<file path="src/rtl/memory_arbiter.sv">
// Two-requester round-robin front end for the single-port NVM array, with a
// hardware sector-erase sequencer. Optional write lock: MEMORY_ARBITER_WRITE_LOCK_EN.
module memory_arbiter #(
    parameter int DATA_WIDTH = 32,
    parameter int ADDR_WIDTH = 6
) (
    input  logic                  clk,
    input  logic                  reset,
    input  logic                  req_valid_0,
    input  logic                  req_valid_1,
    output logic                  req_ready_0,
    output logic                  req_ready_1,
    input  logic                  req_write_0,
    input  logic                  req_write_1,
    input  logic [ADDR_WIDTH-1:0] req_addr_0,
    input  logic [ADDR_WIDTH-1:0] req_addr_1,
    input  logic [DATA_WIDTH-1:0] req_wdata_0,
    input  logic [DATA_WIDTH-1:0] req_wdata_1,
    output logic                  rsp_valid_0,
    output logic                  rsp_valid_1,
    output logic [DATA_WIDTH-1:0] rsp_rdata_0,
    output logic [DATA_WIDTH-1:0] rsp_rdata_1,
`ifdef MEMORY_ARBITER_WRITE_LOCK_EN
    input  logic                  write_lock,
    output logic                  rsp_err_0,
    output logic                  rsp_err_1,
`endif
    input  logic                  erase_start,
    output logic                  erase_busy,
    output logic                  erase_done,
    output logic                  mem_write_enable,
    output logic [ADDR_WIDTH-1:0] mem_address,
    output logic [DATA_WIDTH-1:0] mem_data_in,
    input  logic [DATA_WIDTH-1:0] mem_data_out
);
    typedef enum logic {IDLE, ERASE} state_t;

    localparam logic [ADDR_WIDTH-1:0] LAST_ADDR = '1;

    state_t                state, next_state;
    logic [ADDR_WIDTH-1:0] counter;
    logic                  last_grant;
    logic                  grant_0, grant_1;
    logic                  erase_go;
    logic                  lock;

`ifdef MEMORY_ARBITER_WRITE_LOCK_EN
    assign lock = write_lock;
`else
    assign lock = 1'b0;
`endif

    // Round robin: on contention the requester that did not win last goes.
    assign grant_0  = req_valid_0 & (~req_valid_1 | last_grant);
    assign grant_1  = req_valid_1 & (~req_valid_0 | ~last_grant);
    assign erase_go = erase_start & ~lock;
    assign erase_busy = (state == ERASE);

    always_comb begin
        next_state       = state;
        req_ready_0      = 1'b0;
        req_ready_1      = 1'b0;
        mem_write_enable = 1'b0;
        mem_address      = '0;
        mem_data_in      = '0;
        // Reset is folded in so the array sees no write strobe while held.
        if (reset) begin
            case (state)
                IDLE: begin
                    if (erase_go) begin
                        next_state = ERASE;
                    end else if (grant_0) begin
                        req_ready_0      = 1'b1;
                        mem_address      = req_addr_0;
                        mem_data_in      = req_wdata_0;
                        mem_write_enable = req_write_0 & ~lock;
                    end else if (grant_1) begin
                        req_ready_1      = 1'b1;
                        mem_address      = req_addr_1;
                        mem_data_in      = req_wdata_1;
                        mem_write_enable = req_write_1 & ~lock;
                    end
                end
                ERASE: begin
                    mem_write_enable = 1'b1;
                    mem_address      = counter;
                    if (counter == LAST_ADDR) next_state = IDLE;
                end
                default: next_state = IDLE;
            endcase
        end
    end

    logic xfer_0, xfer_1;
    assign xfer_0 = req_valid_0 & req_ready_0;
    assign xfer_1 = req_valid_1 & req_ready_1;

    always_ff @(posedge clk or negedge reset) begin
        if (!reset) begin
            state       <= IDLE;
            counter     <= '0;
            last_grant  <= 1'b1;
            rsp_valid_0 <= 1'b0;
            rsp_valid_1 <= 1'b0;
            rsp_rdata_0 <= '0;
            rsp_rdata_1 <= '0;
            erase_done  <= 1'b0;
        end else begin
            state       <= next_state;
            rsp_valid_0 <= xfer_0;
            rsp_valid_1 <= xfer_1;
            erase_done  <= (state == ERASE) && (counter == LAST_ADDR);
            if (state == ERASE)  counter <= counter + 1'b1;
            else if (erase_go)   counter <= '0;
            if (xfer_0) begin
                rsp_rdata_0 <= mem_data_out;
                last_grant  <= 1'b0;
            end
            if (xfer_1) begin
                rsp_rdata_1 <= mem_data_out;
                last_grant  <= 1'b1;
            end
        end
    end

`ifdef MEMORY_ARBITER_WRITE_LOCK_EN
    always_ff @(posedge clk or negedge reset) begin
        if (!reset) begin
            rsp_err_0 <= 1'b0;
            rsp_err_1 <= 1'b0;
        end else begin
            rsp_err_0 <= xfer_0 & req_write_0 & write_lock;
            rsp_err_1 <= xfer_1 & req_write_1 & write_lock;
        end
    end
`endif
endmodule

</file>
<file path="config.mk">
export PLATFORM = sky130hd
export DESIGN_NAME = memory_arbiter
export DESIGN_NICKNAME = d
export VERILOG_FILES = /design/src/rtl/memory_arbiter.sv
export SDC_FILE = /design/constraint.sdc
export NUM_CORES = 1
export LEC_CHECK = 0
export CORE_MARGIN = 2
export CORE_UTILIZATION = 36
export DETAILED_ROUTE_END_ITERATION = 10
export PLACE_DENSITY = 0.81
export SLEW_MARGIN = 25
export SYNTH_ARGS = -nofsm -noshare
export SYNTH_HDL_FRONTEND = slang
export SYNTH_SLANG_ARGS = --single-unit
</file>
<file path="constraint.sdc">
create_clock -name clk -period 1.95 [get_ports clk]
set_clock_uncertainty 0.05 [all_clocks]
set_input_delay 0.4875 -clock clk [delete_from_list [all_inputs] [get_ports clk]]
set_output_delay 0.4875 -clock clk [all_outputs]
set_load 0.005 [all_outputs]
</file>
# After elaboration in Yosys (flattened, before gate mapping)
# Index checks and enable logic that the tools add are counted.
[classes]
addsub = 1
bitwise_logic = 10
eq_ne = 1
n_mux = 31
n_reduce_logical = 3
[op_table]
columns = ["operator", "n"]
rows = [
  ["two-way mux 32 bit", 5],
  ["two-way mux 6 bit", 6],
  ["two-way mux 1 bit", 17],
  ["case mux 6 bit (2 select lines)", 1],
  ["adder 6 x 1 -> 6 bit, second input constant", 1],
  ["== test 6 bit, second input constant", 1],
  ["bitwise AND 1 bit", 4],
  ["inverter 1 bit", 4],
  ["case mux 1 bit (2 select lines)", 2],
  ["nonzero test 2 bit", 2],
  ["OR 1 bit", 2],
  ["logical AND 1 bit", 1],
]
[word_totals]
ff_bits = 75
in_bits = 115
word_cells = 54
out_inout_bits = 109

# Depth between registers and ports, before layout
[logic_depth]
depth_word = 10
mapped_depth = 6

# Least setup slack after synthesis
# OpenSTA, ideal clock, no wires.
[synth_timing]
path_type = "flip-flop to output port"
from = "reg last_grant"
to = "out mem_address[0]"
arrival_time_ps = 1339
path_stages_with_launch = 6
setup_slack_ps = 73
required_time_ps = 1412
n_path_buf = 1
path_cell_list = "dfstp_2 nand2_2 nand4_4 inv_2 buf_2 a221o_1"
[synth_between]
elab_chain_cells = 8
[synth_lines]
columns = ["element", "line_no", "text"]
rows = [
  ["from (decl)", "42", "logic last_grant;"],
  ["from (signal assigned)", "102", "last_grant <= 1'b1;"],
  ["from (signal assigned)", "117", "last_grant <= 1'b0;"],
  ["from (signal assigned)", "121", "last_grant <= 1'b1;"],
  ["inverter 1 bit", "55", "assign grant_1 = req_valid_1 & (~req_valid_0 | ~last_grant);"],
  ["OR 1 bit", "55", ""],
  ["bitwise AND 1 bit", "55", ""],
  ["two-way mux 6 bit", "77", "end else if (grant_1) begin"],
  ["two-way mux 6 bit *", "72", "end else if (grant_0) begin"],
  ["two-way mux 6 bit *", "70", "if (erase_go) begin"],
  ["case mux 6 bit (2 select lines) *", "68", "case (state)"],
  ["two-way mux 6 bit *", "67", "if (reset) begin"],
  ["to (decl)", "32", "output logic [ADDR_WIDTH-1:0] mem_address,"],
]
# Mark *: on every way between the ends. The rest lies on a longest branch, timed or not.

# Final worst setup path
[layout_timing]
from = "reg last_grant"
to = "out mem_address[3]"
# Same word-level chain as after synthesis.

==> key figures <==
Outcome
  • Status: finished with violations
  • Violated checks: setup timing

Routing
  • Drt initial violations: 72
  • DR vias: 3103
  • DRC viols: 0
  • Detailed-router iteration count before antenna repair: 4
  • Final WL: 11.93 mm
  • Avg Vias per Cell: 4.879
  • WL/cell: 18.75 um
  • Post-route antenna net violation count: 0

Power
  • Worst vdd ir: 0.6259 mV
  • Leak: 2.945 nW
  • PwrDens: 755.1 nW/um^2

STA
  • Measured slew at the worst slew-check pin: 822.1 ps
  • Crit share post-route: 120.9%
  • Final setup TNS: -12580 ps
  • Final hold violations: 0
  • Max Slew Vio Count: 0
  • Setup violators final: 41
  • Max_slew headroom: 45.19%
  • Setup ws final: -408.4 ps
  • Fmax: 424.0 MHz
  • RSZ-0062 raised after global routing: true
  • Fin crit period: 2358 ps

Setup path
  • Crit path kind: reg -> out
  • CP arrival: 1820 ps
  • Critical Path Fanout Max: 6
  • Crit. End Element: primary output
  • CP Launch Type: register
  • Req. time, crit path: 1410 ps

Logic synthesis
  • Commonest cells post-synth: 74 x dfrtp_1, 55 x mux2_2, 32 x a22o_1
  • Cell area after synthesis: 3445 sq um
  • Netlist cell types: 36
  • Cell taking the most area after synthesis: dfrtp_1
  • Top-count cell post-synth: dfrtp_1
  • Synthesized netlist cell count: 240
  • Syn_area_per_cell: 14.35 sq um
  • Post-synth ARST share: 100.0%
  • Synth top area cells: dfrtp_1 54%, mux2_2 18%, a22o_1 8.1%
  • Sequential area share after synthesis: 54.52%
  • Ys flop type: dfrtp_1
  • Synthesized flop and latch total: 75
  • Area fraction of the dominant cell type after synthesis: 53.76%
  • Post-synth EDFFs: 0
  • Syn. warnings: 0
  • Syn Nets: 356

Floorplanning
  • Rows: 35
  • Placeable Area: 9240 sq um
  • I/O pins: 224
  • Initial Util: 37.28%
  • Die Ht: 101.8 um
  • Die width: 101.8 um
  • DIE AREA: 10370 sq um

Finish
  • Area Overhead vs Synth: 82.09%
  • Final core utilization: 67.88%
  • Final net count: 618
  • Antenna cells: 0
  • Final cell count without fillers: 636
  • Share of cells above drive strength 1: 36.29%
  • # fillers: 684

GRT
  • Tot GR Track Use: 21.94%
  • Largest net degree at the start of global routing: 67
  • Global-route wire length before repair: 17.24 mm
  • Initial antenna violation count: 0
  • Number of global-route vias before repair: 3305
  • Global route overflow: 0

Clocking
  • Clk root buf: clkbuf_8
  • CTS clk-pin slew, worst paths: 80 ps
  • Worst-Skew Late Latency: 340 ps
  • H-tree depth: 3
  • CTS tree: built
  • Max clock buf depth: 2
  • Cts bufs inserted: 9
  • Clk sinks: 75

Hold path
  • Hold/Removal Path Class: in -> async

Placed design
  • DP Wirelength: 8.589 mm
  • DP Worst Slack: -903.6 ps
  • Port bufs: 223
  • Placed Cells: 595
  • RePlAce Congestion: 0.8434

Job
  • Maxcap violations: 0
## layout make-up
| class | instances | area [sq um] | area share (%) |
|---|---|---|---|
| Timing Repair Buffer | 265 | 2559 | 40.79 |
| Sequential cell | 75 | 1878 | 29.94 |
| Multi-Input combinational cell | 143 | 1419 | 22.62 |
| Tap cell | 129 | 161.4 | 2.573 |
| Clock buffer | 9 | 123.9 | 1.975 |
| Clock inverter | 7 | 76.32 | 1.217 |
| Inverter | 5 | 31.28 | 0.4987 |
| Timing Repair inverter | 3 | 23.77 | 0.3790 |
## layer usage
layer / routed length [um] / share of wire (%) / global-route usage [%]
met1: 4295 / 36 / 22.99
met2: 6287 / 53 / 40.28
met3: 1045 / 8.8 / 7.934
met4: 298 / 2.5 / 8.000
met5: 0 / 0 / 0
## report_power, final
part / internal (mW) / switching [mW]
clock: 0.599 / 0.600
combinational: 1.00 / 0.475
sequential: 1.87 / 0.191
total: 3.47 / 1.27
## repair_timing
item / 4_1_cts / 5_1_grt
resized for setup: 194 / 13
gates cloned: 7 / 2
buffers inserted: 18 / 3
endpoints found under the setup margin: 73 / 59
hold buffers: 0 / 0
pin swaps: 17 / 24
## per-stage QoR
stage	hold WS (ps)	instance area [sq um]	total power [mW]
floorplan	141.9	3445	2.525
global placement	437.7	5873	3.493
detailed placement	443.3	5873	3.556
CTS	81.81	6222	4.766
global route	83.83	6272	4.980
finish	86.11	6272	4.736
## cells by family (layout without fill, tap and decap cells)
| logic type | count (synthesis) | after routing | synth area share (%) |
|---|---|---|---|
| compound gates | 52 | 52 | 13.00 |
| buf+inv | 22 | 289 | 4.977 |
| fa+ha+maj | 1 | 1 | 0.3632 |
| mux | 65 | 65 | 22.19 |
| flops | 75 | 75 | 54.52 |
| simple gates | 25 | 25 | 4.940 |
## worst paths after layout
path	from	end	slack, ps	cells past startpoint
worst max-delay path	last_grant	mem_address[3]	-410	6
worst min-delay path	reset	counter[4]	90	2
worst max register to register	last_grant	rsp_rdata_0[18]	90	6
worst min register to register	rsp_rdata_1[24]	rsp_rdata_1[24]	460	1
max in group asynchronous	reset	rsp_rdata_0[6]	950	2
min in group clk	rsp_rdata_1[24]	rsp_rdata_1[24]	460	1
## state kept, by name (all words and copies together) (netlist names)
| name | flops |
|---|---|
| erase_busy | 1 |
| counter | 6 |
| rsp_rdata_1 | 32 |
| rsp_valid_0 | 1 |
| rsp_rdata_0 | 32 |
| last_grant | 1 |
| rsp_valid_1 | 1 |
| erase_done | 1 |
## cell usage in the layout, fill, tap and decap left out, types with 3 or more instances in the layout
| cell | synthesis | routed |
|---|---|---|
| buf_4 | 1 | 20 |
| mux2_2 | 55 | 55 |
| dlygate4sd2_1 | 0 | 3 |
| a221o_1 | 6 | 6 |
| buf_16 | 0 | 3 |
| clkdlybuf4s50_1 | 0 | 177 |
| dfrtp_1 | 74 | 74 |
| nand2_1 | 6 | 6 |
| buf_2 | 5 | 39 |
| buf_6 | 8 | 14 |
| and3_2 | 6 | 6 |
| buf_12 | 1 | 5 |
| o211ai_1 | 3 | 3 |
| o21ai_0 | 4 | 4 |
| a22o_1 | 32 | 32 |
| mux2_4 | 9 | 9 |
| clkbuf_8 | 0 | 9 |
## critical path, cell delays in order, from the launching register on
cell and delay [ps]:
dfstp_2 600, nand2_4 70, nand4_4 100, inv_8 80, buf_16 130, a221o_1 350
buf_2 140
(Power assumes the default switching activity.)
